### src/rtl/kiwi_dbiu_axi_master.sv
// kiwi_dbiu_axi_master: LSU-to-AXI-lite bridge, one outstanding single-beat read or write.
// Rev 1.0
`default_nettype none

module kiwi_dbiu_axi_master #(
    parameter int ADDR_W = 64,
    parameter int DATA_W = 64
) (
    input  logic                  clk,
    input  logic                  rst,
    input  logic                  req_valid,
    output logic                  req_ready,
    input  logic                  req_we,
    input  logic [ADDR_W-1:0]     req_addr,
    input  logic [DATA_W-1:0]     req_wdata,
    input  logic [DATA_W/8-1:0]   req_wstrb,
    input  logic                  flush,
    output logic                  rsp_valid,
    input  logic                  rsp_ready,
    output logic [DATA_W-1:0]     rsp_rdata,
    output logic                  rsp_err,
    output logic [ADDR_W-1:0]     m_awaddr,
    output logic                  m_awvalid,
    input  logic                  m_awready,
    output logic [DATA_W-1:0]     m_wdata,
    output logic [DATA_W/8-1:0]   m_wstrb,
    output logic                  m_wvalid,
    input  logic                  m_wready,
    input  logic [1:0]            m_bresp,
    input  logic                  m_bvalid,
    output logic                  m_bready,
    output logic [ADDR_W-1:0]     m_araddr,
    output logic                  m_arvalid,
    input  logic                  m_arready,
    input  logic [DATA_W-1:0]     m_rdata,
    input  logic [1:0]            m_rresp,
    input  logic                  m_rvalid,
    output logic                  m_rready
);

    localparam int STRB_W = DATA_W / 8;

    typedef enum logic [2:0] {
        S_IDLE = 3'd0,
        S_RD_A = 3'd1,
        S_RD_D = 3'd2,
        S_WR   = 3'd3,
        S_BRSP = 3'd4,
        S_RSP  = 3'd5
    } state_t;

    state_t              state;
    logic [ADDR_W-1:0]   addr_q;
    logic [DATA_W-1:0]   wdata_q;
    logic [STRB_W-1:0]   wstrb_q;
    logic                drop;
    logic                aw_done;
    logic                w_done;

    logic accept;
    logic aw_now;
    logic w_now;

    assign accept = req_valid && req_ready;
    assign aw_now = aw_done || (m_awvalid && m_awready);
    assign w_now  = w_done  || (m_wvalid  && m_wready);

    assign m_araddr = addr_q;
    assign m_awaddr = addr_q;
    assign m_wdata  = wdata_q;
    assign m_wstrb  = wstrb_q;

    always_ff @(posedge clk or posedge rst) begin
        if (rst) begin
            state     <= S_IDLE;
            req_ready <= 1'b0;
            m_arvalid <= 1'b0;
            m_rready  <= 1'b0;
            m_awvalid <= 1'b0;
            m_wvalid  <= 1'b0;
            m_bready  <= 1'b0;
            rsp_valid <= 1'b0;
            rsp_rdata <= '0;
            rsp_err   <= 1'b0;
            addr_q    <= '0;
            wdata_q   <= '0;
            wstrb_q   <= '0;
            drop      <= 1'b0;
            aw_done   <= 1'b0;
            w_done    <= 1'b0;
        end else begin
            // A flush marks the in-flight (or just-accepted) transaction's response for discard.
            if (flush && (state != S_IDLE || accept)) begin
                drop <= 1'b1;
            end
            case (state)
                S_IDLE: begin
                    req_ready <= 1'b1;
                    if (accept) begin
                        req_ready <= 1'b0;
                        addr_q    <= req_addr;
                        wdata_q   <= req_wdata;
                        wstrb_q   <= req_wstrb;
                        if (req_we) begin
                            m_awvalid <= 1'b1;
                            m_wvalid  <= 1'b1;
                            aw_done   <= 1'b0;
                            w_done    <= 1'b0;
                            state     <= S_WR;
                        end else begin
                            m_arvalid <= 1'b1;
                            state     <= S_RD_A;
                        end
                    end
                end
                S_RD_A: begin
                    if (m_arready) begin
                        m_arvalid <= 1'b0;
                        m_rready  <= 1'b1;
                        state     <= S_RD_D;
                    end
                end
                S_RD_D: begin
                    if (m_rvalid) begin
                        m_rready  <= 1'b0;
                        rsp_rdata <= m_rdata;
                        rsp_err   <= |m_rresp;
                        if (drop || flush) begin
                            drop      <= 1'b0;
                            req_ready <= 1'b1;
                            state     <= S_IDLE;
                        end else begin
                            rsp_valid <= 1'b1;
                            state     <= S_RSP;
                        end
                    end
                end
                S_WR: begin
                    if (m_awvalid && m_awready) begin
                        m_awvalid <= 1'b0;
                    end
                    if (m_wvalid && m_wready) begin
                        m_wvalid <= 1'b0;
                    end
                    aw_done <= aw_now;
                    w_done  <= w_now;
                    if (aw_now && w_now) begin
                        m_bready <= 1'b1;
                        state    <= S_BRSP;
                    end
                end
                S_BRSP: begin
                    if (m_bvalid) begin
                        m_bready  <= 1'b0;
                        rsp_rdata <= '0;
                        rsp_err   <= |m_bresp;
                        if (drop || flush) begin
                            drop      <= 1'b0;
                            req_ready <= 1'b1;
                            state     <= S_IDLE;
                        end else begin
                            rsp_valid <= 1'b1;
                            state     <= S_RSP;
                        end
                    end
                end
                S_RSP: begin
                    if (rsp_ready || flush) begin
                        rsp_valid <= 1'b0;
                        drop      <= 1'b0;
                        req_ready <= 1'b1;
                        state     <= S_IDLE;
                    end
                end
                default: begin
                    state <= S_IDLE;
                end
            endcase
        end
    end

endmodule

`default_nettype wire

### config.mk
export PLATFORM = sky130hd
export DESIGN_NAME = kiwi_dbiu_axi_master
export DESIGN_NICKNAME = d
export VERILOG_FILES = /design/src/rtl/kiwi_dbiu_axi_master.sv
export SDC_FILE = /design/constraint.sdc
export NUM_CORES = 1
export LEC_CHECK = 0
export CORE_AREA = 2 2 191 193
export DETAILED_ROUTE_END_ITERATION = 8
export DIE_AREA = 0 0 193 195
export REMOVE_ABC_BUFFERS = 1
export SETUP_SLACK_MARGIN = 0.3
export SYNTH_ARGS = -nofsm -noshare
export SYNTH_HDL_FRONTEND = slang
export SYNTH_SLANG_ARGS = --single-unit
### constraint.sdc
create_clock -name clk -period 6.6 [get_ports clk]
set_input_delay 0.99 -clock clk [delete_from_list [all_inputs] [get_ports clk]]
set_output_delay 0.99 -clock clk [all_outputs]
set_load 0.05 [all_outputs]
# Yosys cells after proc, flatten, opt, wreduce, memory -nomap -nowiden
# Index checks and enable logic that the tools add are counted.
word_totals:
  register_bits: 214
  out_inout_bits: 272
  word_cells: 115
op_classes:
  n_eq_ne: 15
  muxes: 52
  reduce_logical: 32
op_table:
  columns: ["operator", "n"]
  rows:
  - ["two-way mux 64 bit", 2]
  - ["one-hot mux 64 bit (2 select lines)", 1]
  - ["two-way mux 1 bit", 29]
  - ["two-way mux 3 bit", 7]
  - ["!= test 2 bit (second input constant)", 10]
  - ["AND reduction 4 bit", 5]
  - ["one-hot mux 3 bit (6 select lines)", 1]
  - ["one-hot mux 1 bit (2 select lines)", 8]
  - ["AND reduction 3 bit", 4]
  - ["nonzero test 2 bit", 5]
  - ["equality test 3 x 2 -> 1 bit (second input constant)", 2]
  - ["equality test 3 bit (second input constant)", 2]
  - ["one-hot mux 1 bit (3 select lines)", 2]
  - ["AND reduction 6 bit", 1]
  - ["nonzero test 3 bit", 2]
  - ["logical AND 1 bit", 5]
  - ["logical OR 1 bit", 5]
  - ["one-hot mux 1 bit (4 select lines)", 1]
  - ["nonzero test 4 bit", 1]
  - ["OR reduction 2 bit", 2]
  - ["equality test 3 x 1 -> 1 bit (second input constant)", 1]
  - ["logical NOT 3 bit", 1]
  - ["two-way mux 2 bit", 1]
  - ["AND reduction 2 bit", 1]

# Longest topological paths before layout
depth:
  word_depth: 7
  mapped_depth: 7
  mapped_depth_nobuf: 4

# Worst setup path before layout
# OpenSTA, ideal clock, no wires.
synth_path:
  path_type: "input to register"
  startpoint: "input req_valid"
  endpoint: "register req_ready"
  arrival_ns: 1.801
  setup_slack_ns: 4.667
  cell_stages: 5
  path_buffers: 2
  cell_sequence: "nand2_1 > nor4_1 > buf_2 > buf_2 > a21oi_1"
synth_between:
  elab_chain_cells: 3
synth_rtl:
  columns: ["element", "line", "source"]
  rows:
  - ["from (decl)", "11", "input logic req_valid,"]
  - ["logical AND 1 bit", "64", "assign accept = req_valid && req_ready;"]
  - ["two-way mux 1 bit", "99", "if (accept) begin"]
  - ["one-hot mux 1 bit (4 select lines)", "96", "case (state)"]
  - ["to (signal assigned)", "76", "req_ready <= 1'b0;"]
  - ["to (signal assigned)", "98", "req_ready <= 1'b1;"]
  - ["to (signal assigned)", "100", "req_ready <= 1'b0;"]
  - ["to (decl)", "12", "output logic req_ready,"]
# Every way passes these cells.
# A chain may end at the register's enable or synchronous reset.

# Final worst setup path
layout_path:
  startpoint: "register addr_q[63], in the netlist m_araddr[63]"
  endpoint: "output m_araddr[63]"
layout_lines:
  columns: ["element", "line", "source"]
  rows:
  - ["from (decl)", "53", "logic [ADDR_W-1:0] addr_q;"]
  - ["from (signal assigned)", "101", "addr_q <= req_addr;"]
  - ["to (decl)", "32", "output logic [ADDR_W-1:0] m_araddr,"]
# No word-level cell between the ends.

==> metrics <==
status finished clean; TritonRoute pass-1 iters 4; CP Capture Type output port; syn_area_per_cell approximately 9.9 sq um; fin area 14300 sq um; Die Area ~38000 sq um; f_max 0.356 GHz; ys flop type dfrtp_1; Critical Path AT 1820 ps; root buf cell clkbuf_16; Clock transition at path regs 60 ps; first-pass GRT wire length around 44000 microns; Fillers 3520; Relative slew margins 30.2%; nets@finish 1500; post-DP HPWL 21400 microns; core area 35400 sq um; CTS hold repair buffers 0; Final ANT Viol Nets 0; layout cells sized above 1 4.23%; Startpoint Class flop; Synth Warn # 0; cell taking the most area after synthesis dfrtp_1; Final Hold Vio Count 0; Routed met2 length 14200 microns; Rows 69; vias 7508; Slew @ Worst Pin between 1000 and 1500 ps; dpl cell area 13400 sq um; worst hold path type reg2reg; Layout Skew ~15 ps; min Tclk post-route 2810 ps; Syn Inst Count 874; Worst EP required 5610 ps; CP top delay family buffers and inverters; H-Tree Depth 1; most common cell after layout, fill and taps aside clkdlybuf4s50_1; M1 WL about 12000 microns; Seq/Total Area, Yosys 62.0%; Post-synth EDFFs 0; worst path bufs/invs 1; RSZ-0062 raised after global routing false; peak supply drop 0.369 mV; total track usage ~15%; gr ovfl total 0; # IOs 487; Async SR Flop Fraction 100%; drc violations 0; Iter 0 DRT Violations 252; clk sinks 214; Starting Density roughly a quarter; Setup Fix Bufs, Post-CTS 0; WL final 30000 microns; CP max-delay cell clkdlybuf4s50_1; commonest non-fill, non-tap cells in the layout clkdlybuf4s50_1 (486), nand2_1 (419), dfrtp_1 (214), a22o_1 (64), clkbuf_16 (27); initial antenna violation count 0; chip height 195 microns; post-CTS sizing 0; WS Path Type reg2out; clock latency on the worst-skew pair 530 ps; Synth Cell Area 8630 sq um; vias in the first global route 7688; CP Max Fanout 3; pwr dens around 650 nW/um^2; TritonCTS clock tree yes; Synth top area share ~62%; Num CTS Buffers 26; final setup fails 0; Via density 4.26; dominant cells by area after synthesis dfrtp_1 (62%), nand2_1 (18%), a22o_1 (6.5%); final critical-path share of the clock period 42.6%; worst-case clock buffer depth 3; routed length per placed instance 17.0 microns; MaxCap Viol Count 0; area delta synth->final 65.7%; routability congestion estimate about 0.75; Die X 193 microns; Top Layer Used met4; Cell variety after synth 35; Slew Limit Fails 0; cells along the critical path clkdlybuf4s50_1; metal3 WL ~3300 microns; Sum Neg Setup Slack 0 ps; Crit path largest cell delay 840 ps; Leak 6.64 nW; # port buffers ~490; pin count of the biggest net entering global routing around 130; synthesized flop and latch total 214
[routing by layer]
layer	vias up	global-route usage, %
met2	339	25.8
met1	3558	17.4
met3	48	5.50
met4	0	3.90
met5	-	0
li1	3563	-
[synthesized netlist by cell type, types with 2 or more instances]
cell type / instances
inv_1: 7
nor2_1: 8
dfrtp_1: 214
a21oi_1: 10
o22a_1: 2
a22o_1: 64
nand2b_1: 3
o2bb2ai_1: 2
buf_2: 35
buf_6: 5
mux2i_1: 2
o21ai_0: 5
clkbuf_1: 6
nand3_1: 2
o21ai_1: 2
nand4_1: 2
a21o_1: 2
o211ai_1: 2
buf_4: 65
nand2_1: 419
nor3b_1: 2
a31oi_1: 2
[through the flow]
stage	total power, W	worst slack, ps	std cells	hold slack [ps]	utilization [%]
after floorplan	0.00585	-4790	763	457	-
after global placement	0.00780	3560	1718	457	37.9
after detailed placement	0.00783	3510	1718	461	37.9
after CTS	0.00938	3710	1762	476	40.4
after global routing	0.00971	3710	1762	504	40.4
final	0.00925	3790	1763	469	40.4
[registers in the layout (all words and copies together) (netlist names)]
| signal | count |
|---|---|
| aw_done | 1 |
| drop | 1 |
| m_araddr | 64 |
| m_arvalid | 1 |
| m_awvalid | 1 |
| m_bready | 1 |
| m_rready | 1 |
| m_wdata | 64 |
| m_wstrb | 8 |
| m_wvalid | 1 |
| req_ready | 1 |
| rsp_err | 1 |
| rsp_rdata | 64 |
| rsp_valid | 1 |
| state | 3 |
| w_done | 1 |
[layout make-up]
type | count | area (sq um) | share of cell area [%]
sequential | 214 | 5360 | 37.4
inverter | 7 | 33.8 | 0.236
timing repair buffer | 494 | 4920 | 34.4
tap | 461 | 577 | 4.03
clock inverter | 6 | 105 | 0.735
multi-input combinational | 542 | 2520 | 17.6
clock buffer | 38 | 787 | 5.50
antenna | 1 | 2.50 | 0.0175
[power breakdown]
group          switching (W)  internal [W]
Sequential          0.000437       0.00191
Clock               0.000550      0.000933
Combinational        0.00369       0.00173
[path summary, 6_finish.rpt]
path                               from      endpoint  slack [ps]  cells past startpoint
min in group asynchronous           rst  m_araddr[34]        1050                      2
min                         m_wdata[52]   m_wdata[52]         470                      2
max in group asynchronous           rst  m_araddr[21]        4410                      3
min reg2reg                 m_wdata[52]   m_wdata[52]         470                      2
max                        m_araddr[63]  m_araddr[63]        3790                      1
max reg2reg                    state[0]     m_awvalid        4110                      5
[logic make-up (layout without fill, tap and decap cells)]
group,after synthesis,after routing,synth area share (%)
fa+ha+maj,1,1,0.116
compound gates,97,97,8.97
buf+inv,118,545,8.90
simple gates,442,442,19.8
mux,2,2,0.232
other cells,0,1,0
flops,214,214,62.0
Note: power is estimated with default switching activity, not from simulation.
